`src/rtl/down_count_pkg.sv`:
```
// Shared types and constants for the loadable down counter.
package down_count_pkg;

    localparam int DOWN_COUNT_WIDTH = 4;

    typedef enum logic [1:0] {
        IDLE = 2'd0,
        RUN  = 2'd1,
        DONE = 2'd2
    } dc_state_e;

endpackage

```
`src/rtl/down_count.sv`:
```
// Loadable, enable-gated down counter with registered terminal-count pulse.
// Define DOWN_COUNT_RELOAD_EN for auto-reload; default build is one-shot.
module down_count
    import down_count_pkg::*;
#(
    parameter int WIDTH = DOWN_COUNT_WIDTH
) (
    input  logic             clk,
    input  logic             rst,
    input  logic             load,
    input  logic [WIDTH-1:0] load_val,
    input  logic             en,
    output logic [WIDTH-1:0] out,
    output logic             tc,
    output logic             zero,
    output logic             busy
);

    dc_state_e        state_q, state_d;
    logic [WIDTH-1:0] out_q, out_d;
    logic [WIDTH-1:0] reload_q, reload_d;
    logic             tc_q, tc_d;
    logic             zero_q, zero_d;
    logic             busy_q, busy_d;

    always_comb begin
        state_d  = state_q;
        out_d    = out_q;
        reload_d = reload_q;
        tc_d     = 1'b0;
        if (load) begin
            out_d    = load_val;
            reload_d = load_val;
            state_d  = (load_val != '0) ? RUN : IDLE;
        end else begin
            unique case (state_q)
                RUN: begin
                    if (en) begin
                        if (out_q == '0) begin
                            // Only reachable in the auto-reload build
                            out_d = reload_q;
                        end else begin
                            out_d = out_q - WIDTH'(1);
                            if (out_q == WIDTH'(1)) begin
                                tc_d = 1'b1;
`ifndef DOWN_COUNT_RELOAD_EN
                                state_d = DONE;
`endif
                            end
                        end
                    end
                end
                IDLE, DONE: begin
                    state_d = state_q;
                end
                default: begin
                    state_d = IDLE;
                end
            endcase
        end
        zero_d = (out_d == '0);
        busy_d = (state_d == RUN);
    end

    always_ff @(posedge clk or posedge rst) begin
        if (rst) begin
            state_q  <= IDLE;
            out_q    <= '0;
            reload_q <= '0;
            tc_q     <= 1'b0;
            zero_q   <= 1'b1;
            busy_q   <= 1'b0;
        end else begin
            state_q  <= state_d;
            out_q    <= out_d;
            reload_q <= reload_d;
            tc_q     <= tc_d;
            zero_q   <= zero_d;
            busy_q   <= busy_d;
        end
    end

    assign out  = out_q;
    assign tc   = tc_q;
    assign zero = zero_q;
    assign busy = busy_q;

endmodule

```
`config.mk`:
```
export PLATFORM = sky130hd
export DESIGN_NAME = down_count
export DESIGN_NICKNAME = d
export VERILOG_FILES = /design/src/rtl/down_count_pkg.sv /design/src/rtl/down_count.sv
export SDC_FILE = /design/constraint.sdc
export NUM_CORES = 1
export LEC_CHECK = 0
export ABC_CLOCK_PERIOD_IN_PS = 2500
export BUFFER_PORTS_ARGS = -buffer_cell sky130_fd_sc_hd__buf_2
export CORE_UTILIZATION = 45
export CTS_BUF_LIST = sky130_fd_sc_hd__clkbuf_8
export CTS_CLUSTER_DIAMETER = 100
export DETAILED_ROUTE_END_ITERATION = 7
export GPL_ROUTABILITY_DRIVEN = 1
export GPL_TIMING_DRIVEN = 0
export PLACE_DENSITY_LB_ADDON = 0.15
export SYNTH_ARGS = -nofsm -noshare
export SYNTH_HDL_FRONTEND = slang
export SYNTH_SLANG_ARGS = --single-unit
```
`constraint.sdc`:
```
create_clock -name clk -period 2.5 [get_ports clk]
set_input_delay 0.25 -clock clk [delete_from_list [all_inputs] [get_ports clk]]
set_output_delay 0.25 -clock clk [all_outputs]
set_load 0.01 [all_outputs]
```
==> impl_metrics.py, run 1 <==
metrics = {
    "logic_synthesis": {
        "ys_types": 30,
        "synth_seq_cells": 13,
        "synth.yosys.seq_area_share_pct": 47.0,
        "syn_area_um2": 694,
        "synth_warnings": 0,
        "synth_nets": 74,
        "syn_avg_cell_area_um2": 11.0,
        "syn_inst": 63,
    },
    "cells_and_area": {
        "area_delta_synth_final_pct": 18.6,
        "seqCellArea_um2": 327,
        "drive_above_1_share_pct": 32.5,
        "fin_cells": 95,
        "final_cell_mix": "buf_2, dfrtp_1, inv_1, nand2_1, a21oi_1",
        "n_antenna_cell": 0,
        "num-fill-cells": 116,
        "layout_commonest_cell": "buf_2",
        "multi_input_area_um2": 327,
        "final_nets": 92,
    },
    "cts": {
        "ctsResizeCount": 0,
        "clockBufferDepth": 2,
        "clkTransAtPathRegs_ps": 60,
        "cts_buffers": 3,
        "cts_max_level": 1,
        "cts_tree": "done",
        "clock_sinks": 13,
        "postCtsSetupBuffers": 0,
        "cts-root-buf": "clkbuf_8",
        "hold_buffers": 0,
        "clock_latency_ps": 240,
    },
    "setup_path": {
        "crit_chain": "inv_1, ha_1, or3b_4, mux2i_1, nor2_1, o31ai_4, nor4_2",
        "cp_slowest_cell": "dfrtp_1",
        "crit_family": "simple AND/OR/NAND/NOR gates",
        "r2r_end": "zero",
        "r2r_start": "out[0]",
        "crit_fanout": 6,
        "crit_required_ps": 2650,
        "end_kind": "register",
        "cp.buffers_inverters": 1,
        "cp.arrival_ps": 2100,
        "crit_cells": 7,
        "path_class": "register to register",
        "r2r_cells": 7,
        "max_stage_delay_ps": 450,
        "r2r_slack_ps": 560,
        "worst_setup_path_start_kind": "register",
    },
    "detailed_routing": {
        "drt_wl_total_um": 1380,
        "wl_per_cell_um": 14.5,
        "vias": 533,
        "drt_iter0_drc": 12,
        "routed_via_density": 5.61,
        "drc": 0,
        "postRouteAntennaNets": 0,
        "first_pass_iters": 4,
    },
    "timing": {
        "setup_ws_ps": 557,
        "hold_violations": 0,
        "fin_skew_ps": 4.29,
        "setup_viol": 0,
        "finalCritPeriodShare_pct": 77.7,
        "hold_slack_ps": 24.0,
        "tns_ps": 0,
        "slew_violations": 0,
        "rsz0062_at_grt": "no",
        "relSlewSlack_pct": 60.5,
        "max_freq_mhz": 515,
        "finalCriticalPeriod_ps": 1940,
        "tightest_slew_ps": 587,
    },
    "floorplanning": {
        "dieWidth_um": 41.3,
        "initial_core_util_pct": 50.8,
        "core_um2": 1370,
        "die_h_um": 41.3,
        "die-area_um2": 1700,
        "io_pins": 15,
        "std_cell_rows": 13,
    },
    "grt": {
        "grt_max_degree": 14,
        "grt_pass1_wl_um": 2110,
        "grt_pass1_vias": 464,
        "grt_overflow_total": 0,
        "antenna_found_initial": 0,
        "grt_use_total_pct": 20.2,
    },
    "placement": {
        "pre_cts_ws_ps": 586,
        "globalplace.congestion": 0.752,
        "port_buffers": 13,
        "dp.cells": 91,
        "hpwl_um": 1030,
    },
    "worst_hold_path": {
        "hp-class": "primary input to asynchronous set/reset pin",
    },
    "power_and_ir_drop": {
        "vdd_ir_drop_max_v": 0.000369,
        "power_density_nw_per_um2": 647,
        "p_leak_nw": 0.397,
    },
    "status": {
        "status": "complete, no violations",
    },
    "flow_run": {
        "max_cap_viol_count": 0,
    },
}
through the flow:
| stage | instance area [um2] | util (%) | power, W |
|---|---|---|---|
| after CTS | 823 | 60.3 | 0.000539 |
| after detailed placement | 778 | 57.0 | 0.000353 |
| final | 823 | 60.3 | 0.000533 |
| after global routing | 823 | 60.3 | 0.000559 |
| after floorplan | 694 | - | 0.000320 |
| after global placement | 778 | 57.0 | 0.000351 |
power by group:
| group | leakage (nW) | switching, W | internal [W] |
|---|---|---|---|
| logic | 0.215 | 0.0000572 | 0.0000454 |
| registers | 0.155 | 0.0000179 | 0.000230 |
| clock network | 0.0269 | 0.0000741 | 0.000108 |
| total | 0.397 | 0.000149 | 0.000383 |
sequential cells by signal (all words and copies together) (netlist names):
name / flops
busy: 1
out: 4
reload_q: 4
state_q: 2
tc: 1
zero: 1
synthesized netlist by cell type:
master    count  area, um2
inv_2         1       3.75
o21ai_0       3       15.0
nand3b_2      1       11.3
a21oi_1       4       20.0
nor4_2        1       12.5
o31ai_4       1       21.3
a31oi_1       1       6.26
ha_1          3       37.5
o211ai_1      1       7.51
or3b_4        1       11.3
buf_8         1       15.0
mux2_2        2       22.5
nand2b_1      1       6.26
nand3b_1      1       7.51
nor2_1        3       11.3
clkbuf_1      1       3.75
a41o_1        1       10.0
nor4b_1       1       8.76
nor3b_2       1       12.5
a22o_1        1       8.76
dfrtp_1      12        300
inv_1         5       18.8
o21bai_1      1       7.51
o31ai_1       1       7.51
nor4_1        1       6.26
mux2i_1       2       20.0
o41ai_1       3       26.3
nand2_1       6       22.5
dfstp_2       1       26.3
nor2b_1       1       6.26
layout make-up:
class / count / share of cell area, %
well taps: 15 / 2.28
clock buffers: 3 / 5.02
clock inverters: 1 / 0.456
inverters: 6 / 2.74
flip-flops and latches: 13 / 39.7
multi-input cells: 42 / 39.7
repair buffers: 13 / 7.90
plain buffers: 2 / 2.28
cell families (layout without fill, tap and decap cells):
| logic type | Yosys count | after routing | share of synthesized area [%] |
|---|---|---|---|
| simple gates | 18 | 18 | 16.8 |
| compound gates | 17 | 17 | 18.7 |
| flops | 13 | 13 | 47.0 |
| buf+inv | 8 | 25 | 5.94 |
| mux | 4 | 4 | 6.13 |
| fa+ha+maj | 3 | 3 | 5.41 |
how the worst max path moves through the flow:
stage / start / endpoint
after floorplan: out[0] / zero
after global placement: out[0] / zero
after detailed placement: out[0] / zero
after CTS: out[0] / zero
after global routing: out[0] / zero
final: out[0] / zero
metal layers:
metal,track usage (%),vias to the layer above,part of all wire (%)
met2,31.6,17,46
met3,1.63,4,3.0
met4,14.5,0,1.9
li1,-,264,-
met1,25.7,248,49
met5,0,-,0
No activity file was read; power rests on OpenSTA's default activity.
==> run 2: changes to the inputs <==
--- a/config.mk
+++ b/config.mk
@@ -5,7 +5,8 @@
 export SDC_FILE = /design/constraint.sdc
 export NUM_CORES = 1
 export LEC_CHECK = 0
-export ABC_CLOCK_PERIOD_IN_PS = 2500
+export ABC_AREA = 1
+export ABC_CLOCK_PERIOD_IN_PS = 1800
 export BUFFER_PORTS_ARGS = -buffer_cell sky130_fd_sc_hd__buf_2
 export CORE_UTILIZATION = 45
 export CTS_BUF_LIST = sky130_fd_sc_hd__clkbuf_8
==> constraint.sdc (replaced) <==
create_clock -name clk -period 1.8 [get_ports clk]
set_input_delay 0.18 -clock clk [delete_from_list [all_inputs] [get_ports clk]]
set_output_delay 0.18 -clock clk [all_outputs]
set_load 0.01 [all_outputs]
==> impl_metrics.py, run 2 <==
metrics = {
    "status": {
        "status": "complete, no violations",
    },
    "logic_synthesis": {
        "synth-async-reset-ratio_pct": 100,
        "synth_fa_ha_area_share_pct": 5.24,
        "yosys.area.top_type": "dfrtp_1",
        "muxShareOfSynthArea_pct": 0,
        "synth_compound_area_share_pct": 8.20,
        "synth_most_common_cell": "nand2_1",
        "synth_top_family_by_area": "simple AND/OR/NAND/NOR gates",
        "syn_area_um2": 717,
        "syn_avg_cell_area_um2": 8.06,
        "yosys-top-cells-area": "dfrtp_1, nand2_1, inv_1",
        "synth_xor_area_share_pct": 0,
        "synth_nets": 100,
        "syn_inst": 89,
        "yosys-top-cells-count": "nand2_1, inv_1, dfrtp_1, nand3_1",
        "ys_types": 22,
        "synth_seq_cells": 13,
        "synthSimpleGateAreaFrac_pct": 32.8,
        "synth.yosys.seq_area_share_pct": 45.5,
        "synth_warnings": 0,
        "synth_top_flop_cell": "dfrtp_1",
        "synth-edff-count": 0,
        "yosys.area.top_type_share_pct": 41.9,
    },
    "placement": {
        "port_buffers": 14,
        "globalplace.congestion": 0.785,
        "hpwl_um": 1140,
        "dp.cells": 119,
        "pre_cts_ws_ps": 237,
    },
    "cts": {
        "clock_latency_ps": 240,
        "clockBufferDepth": 2,
        "clkTransAtPathRegs_ps": 60,
        "cts-root-buf": "clkbuf_8",
        "ctsResizeCount": 0,
        "postCtsSetupBuffers": 0,
        "clock_sinks": 13,
        "cts_buffers": 3,
        "cts_tree": "done",
        "cts_max_level": 1,
        "hold_buffers": 1,
    },
    "grt": {
        "use_met3_pct": 3.91,
        "grt_pass1_wl_um": 2570,
        "use_met1_pct": 22.9,
        "grt_pass1_vias": 667,
        "grt.busiest_layer": "met2",
        "grt_overflow_total": 0,
        "antenna_found_initial": 0,
        "grt_use_total_pct": 19.8,
        "grt_util_met2_pct": 34.1,
        "grt_max_degree": 14,
    },
    "timing": {
        "setup_ws_ps": 217,
        "finalCriticalPeriod_ps": 1580,
        "slew_violations": 0,
        "tightest_slew_ps": 512,
        "hold_slack_ps": 188,
        "max_freq_mhz": 632,
        "hold_violations": 0,
        "fin_skew_ps": 3.37,
        "finalCritPeriodShare_pct": 87.9,
        "setup_viol": 0,
        "relSlewSlack_pct": 65.8,
        "tns_ps": 0,
        "rsz0062_at_grt": "no",
    },
    "detailed_routing": {
        "wl_per_cell_um": 11.6,
        "drc": 0,
        "first_pass_iters": 4,
        "drt_iter0_drc": 20,
        "vias": 601,
        "postRouteAntennaNets": 0,
        "drt_wl_total_um": 1440,
        "routed_via_density": 4.85,
    },
    "floorplanning": {
        "dieWidth_um": 41.9,
        "io_pins": 15,
        "die-area_um2": 1760,
        "die_h_um": 41.9,
        "initial_core_util_pct": 48.2,
        "std_cell_rows": 14,
        "core_um2": 1490,
    },
    "setup_path": {
        "crit_required_ps": 1980,
        "critPathLaunch": "out[0]",
        "r2r_start": "out[0]",
        "crit_fanout": 6,
        "worst_setup_path_start_kind": "register",
        "r2r_slack_ps": 220,
        "r2r_cells": 10,
        "cp.arrival_ps": 1760,
        "end_kind": "register",
        "path_class": "register to register",
        "r2r_end": "zero",
        "crit_end": "zero",
    },
    "cells_and_area": {
        "fin_cells": 124,
        "final_nets": 120,
        "area_delta_synth_final_pct": 20.2,
        "n_antenna_cell": 0,
        "num-fill-cells": 139,
        "drive_above_1_share_pct": 26.9,
        "final_cell_mix": "nand2_1, buf_2, inv_1, dfrtp_1, nand3_1",
        "layout_commonest_cell": "nand2_1",
    },
    "flow_run": {
        "max_cap_viol_count": 0,
    },
    "worst_hold_path": {
        "hp-class": "primary input to register",
    },
    "power_and_ir_drop": {
        "vdd_ir_drop_max_v": 0.000561,
        "power_density_nw_per_um2": 905,
        "p_leak_nw": 0.490,
    },
}
==> run 2: cell types whose count changed after synthesis, sizes merged, moves of 2 or more <==
cell,previous run,this run
inv,6,13
mux2,2,0
nor2,3,5
nand2,6,32
nand3,0,10
o41ai,3,1
nor4,2,0
mux2i,2,0
==> run 2: power breakdown <==
| group | total, W | switching [W] | internal [W] |
|---|---|---|---|
| Sequential | 0.000342 | 0.0000212 | 0.000321 |
| Combinational | 0.000183 | 0.000114 | 0.0000690 |
| Clock | 0.000255 | 0.000105 | 0.000151 |
==> run 2: layout make-up <==
| class | instances | area [um2] | area share (%) |
|---|---|---|---|
| sequential | 13 | 327 | 37.9 |
| buffer | 1 | 5.00 | 0.581 |
| multi-input combinational | 61 | 332 | 38.5 |
| clock inverter | 1 | 3.75 | 0.435 |
| timing repair buffer | 15 | 80.1 | 9.29 |
| inverter | 14 | 53.8 | 6.24 |
| tap | 16 | 20.0 | 2.32 |
| clock buffer | 3 | 41.3 | 4.79 |
==> run 2: stage by stage <==
step / area [um2] / utilization [%] / total power (W)
final: 862 / 57.9 / 0.000781
after global routing: 862 / 57.9 / 0.000828
after detailed placement: 807 / 54.2 / 0.000529
after global placement: 807 / 54.2 / 0.000525
after CTS: 862 / 57.9 / 0.000788
after floorplan: 717 / - / 0.000474
==> run 2: worst min-delay path by stage <==
stage,cells past startpoint,startpoint,to
global route,3,load_val[1],reload_q[1]
CTS,3,load_val[3],reload_q[3]
detailed placement,2,rst,out[0]
floorplan,1,rst,busy
global placement,2,rst,out[0]
finish,3,load_val[3],reload_q[3]
==> run 2: cells by family (layout without fill, tap and decap cells) <==
group                      after synthesis  count (layout)
buffers and inverters                   15              34
AOI/OAI and AO/OA                        9               9
DFF                                     13              13
and+or+nand+nor                         49              49
adders and majority gates                3               3
==> run 2: critical path, stage by stage (launching register included) <==
cell and delay (ps):
dfrtp_1 390, inv_1 180, ha_1 330, nand2_4 110, nand2_2 60, nand3_1 60, nand2_1 80, nand2_2 70
nor2_2 90, nand2_1 60, nor2_2 90
==> run 2: per-layer routing <==
metal,part of all wire (%),wire length (um)
met1,46,667
met2,49,699
met3,3.1,44
met4,1.9,27
met5,0,0
==> run 3: changes to the inputs <==
--- a/config.mk
+++ b/config.mk
@@ -8,12 +8,11 @@
 export ABC_AREA = 1
 export ABC_CLOCK_PERIOD_IN_PS = 1800
 export BUFFER_PORTS_ARGS = -buffer_cell sky130_fd_sc_hd__buf_2
-export CORE_UTILIZATION = 45
+export CORE_UTILIZATION = 55
 export CTS_BUF_LIST = sky130_fd_sc_hd__clkbuf_8
 export CTS_CLUSTER_DIAMETER = 100
 export DETAILED_ROUTE_END_ITERATION = 7
 export GPL_ROUTABILITY_DRIVEN = 1
-export GPL_TIMING_DRIVEN = 0
 export PLACE_DENSITY_LB_ADDON = 0.15
 export SYNTH_ARGS = -nofsm -noshare
 export SYNTH_HDL_FRONTEND = slang
==> impl_metrics.py, run 3 (synthesis results as in run 2) <==
metrics = {
    "worst_hold_path": {
        "hp-class": "primary input to register",
        "worstHoldPathCells": 3,
        "hold_start": "load_val[0]",
        "holdPathEnd": "busy",
    },
    "floorplanning": {
        "std_cell_rows": 12,
        "initial_core_util_pct": 62.0,
        "die_h_um": 38.1,
        "dieWidth_um": 38.1,
        "die-area_um2": 1450,
        "core_um2": 1160,
        "io_pins": 15,
    },
    "power_and_ir_drop": {
        "vdd_ir_drop_max_v": 0.000619,
        "power_w": 0.000783,
        "power_density_nw_per_um2": 917,
        "p_leak_nw": 0.486,
    },
    "setup_path": {
        "r2r_cells": 10,
        "cp.buffers_inverters": 1,
        "end_kind": "register",
        "path_class": "register to register",
        "crit_family": "simple AND/OR/NAND/NOR gates",
        "worst_setup_path_start_kind": "register",
        "crit_required_ps": 1980,
        "crit_chain": "inv_1, ha_1, nand2_4, nand2_2, nand3_1, nand2_1, nand2_2, nor2_2, nand2_1, nor2_2",
        "crit_fanout": 6,
        "cp.arrival_ps": 1740,
        "r2r_start": "out[0]",
        "r2r_slack_ps": 240,
        "cp_slowest_cell": "dfrtp_1",
        "max_stage_delay_ps": 390,
        "r2r_end": "zero",
    },
    "flow_run": {
        "max_cap_viol_count": 0,
    },
    "cells_and_area": {
        "final_cell_mix": "nand2_1, inv_1, buf_2, dfrtp_1, nand3_1",
        "utilization_pct": 73.9,
        "layout_commonest_cell": "nand2_1",
        "area_delta_synth_final_pct": 19.2,
        "drive_above_1_share_pct": 26.2,
        "n_antenna_cell": 0,
        "final_nets": 119,
    },
    "timing": {
        "tns_ps": 0,
        "fin_skew_ps": 5.42,
        "setup_viol": 0,
        "slew_violations": 0,
        "hold_violations": 0,
        "setup_ws_ps": 243,
        "finalCriticalPeriod_ps": 1560,
        "max_freq_mhz": 642,
        "finalCritPeriodShare_pct": 86.5,
        "rsz0062_at_grt": "no",
        "relSlewSlack_pct": 66.5,
        "tightest_slew_ps": 502,
        "hold_slack_ps": 206,
    },
    "grt": {
        "grt_use_total_pct": 25.1,
        "use_met3_pct": 6.40,
        "grt_pass1_wl_um": 2420,
        "grt_overflow_total": 0,
        "grt_util_met2_pct": 38.6,
        "grt_max_degree": 15,
        "grt_pass1_vias": 585,
        "grt.busiest_layer": "met2",
        "use_met1_pct": 31.7,
        "antenna_found_initial": 0,
    },
    "detailed_routing": {
        "drt_wl_total_um": 1520,
        "routed_via_density": 5.26,
        "drt_iter0_drc": 26,
        "wl_per_cell_um": 12.5,
        "postRouteAntennaNets": 0,
        "drc": 0,
        "vias": 636,
        "first_pass_iters": 4,
    },
    "cts": {
        "clockBufferDepth": 2,
        "cts_buffers": 3,
        "cts_max_level": 1,
        "clock_latency_ps": 240,
        "clkTransAtPathRegs_ps": 60,
        "cts-root-buf": "clkbuf_8",
        "cts_tree": "done",
        "ctsResizeCount": 0,
        "clock_sinks": 13,
    },
    "placement": {
        "port_buffers": 14,
        "globalplace.congestion": 0.812,
        "pre_cts_ws_ps": 275,
        "hpwl_um": 1130,
    },
    "status": {
        "status": "complete, no violations",
    },
}
[run 3: cell count changes in the layout (fill, tap and decap cells not counted), sizes merged]
| cell | previous run | this run |
|---|---|---|
| buf | 15 | 14 |
[run 3: repair_timing]
item                      CTS  global route
buffers inserted            0             0
hold buffers                1             0
hold endpoints to repair   12             0
[run 3: final cells by class]
cell class	count	area, um2
fill	78	302
multi-input combinational	61	332
timing repair buffer	15	80.1
clock inverter	1	3.75
inverter	14	53.8
sequential	13	327
tap	14	17.5
clock buffer	3	41.3
[run 3: metrics by stage]
step                area [um2]  cells
CTS                        855    121
floorplan                  717     89
global route               855    121
finish                     855    121
detailed placement         800    116
global placement           800    116
[run 3: report_power, final]
| part | leakage (nW) | total (W) | internal (W) | switching [W] |
|---|---|---|---|---|
| combinational | 0.302 | 0.000183 | 0.0000680 | 0.000115 |
| sequential | 0.157 | 0.000344 | 0.000321 | 0.0000238 |
| clock | 0.0269 | 0.000256 | 0.000151 | 0.000105 |
| total | 0.486 | 0.000783 | 0.000539 | 0.000244 |
[run 3: worst max path at each step]
| stage | from | end | slack, ps | cells past startpoint |
|---|---|---|---|---|
| finish | out[0] | zero | 240 | 10 |
| detailed placement | out[0] | zero | 280 | 10 |
| CTS | out[0] | zero | 260 | 10 |
| global placement | out[0] | zero | 350 | 8 |
| global route | out[0] | zero | 120 | 10 |
| floorplan | out[0] | zero | 390 | 10 |
[run 3: worst min-delay path: stages]
cell and delay [ps]:
buf_2 90, o41ai_1 80, o31ai_1 70
[run 3: routing by layer]
layer | wire length, um | vias to the layer above
met2 | 712 | 26
met5 | 0 | -
li1 | - | 319
met4 | 29 | 0
met1 | 693 | 287
met3 | 80 | 4
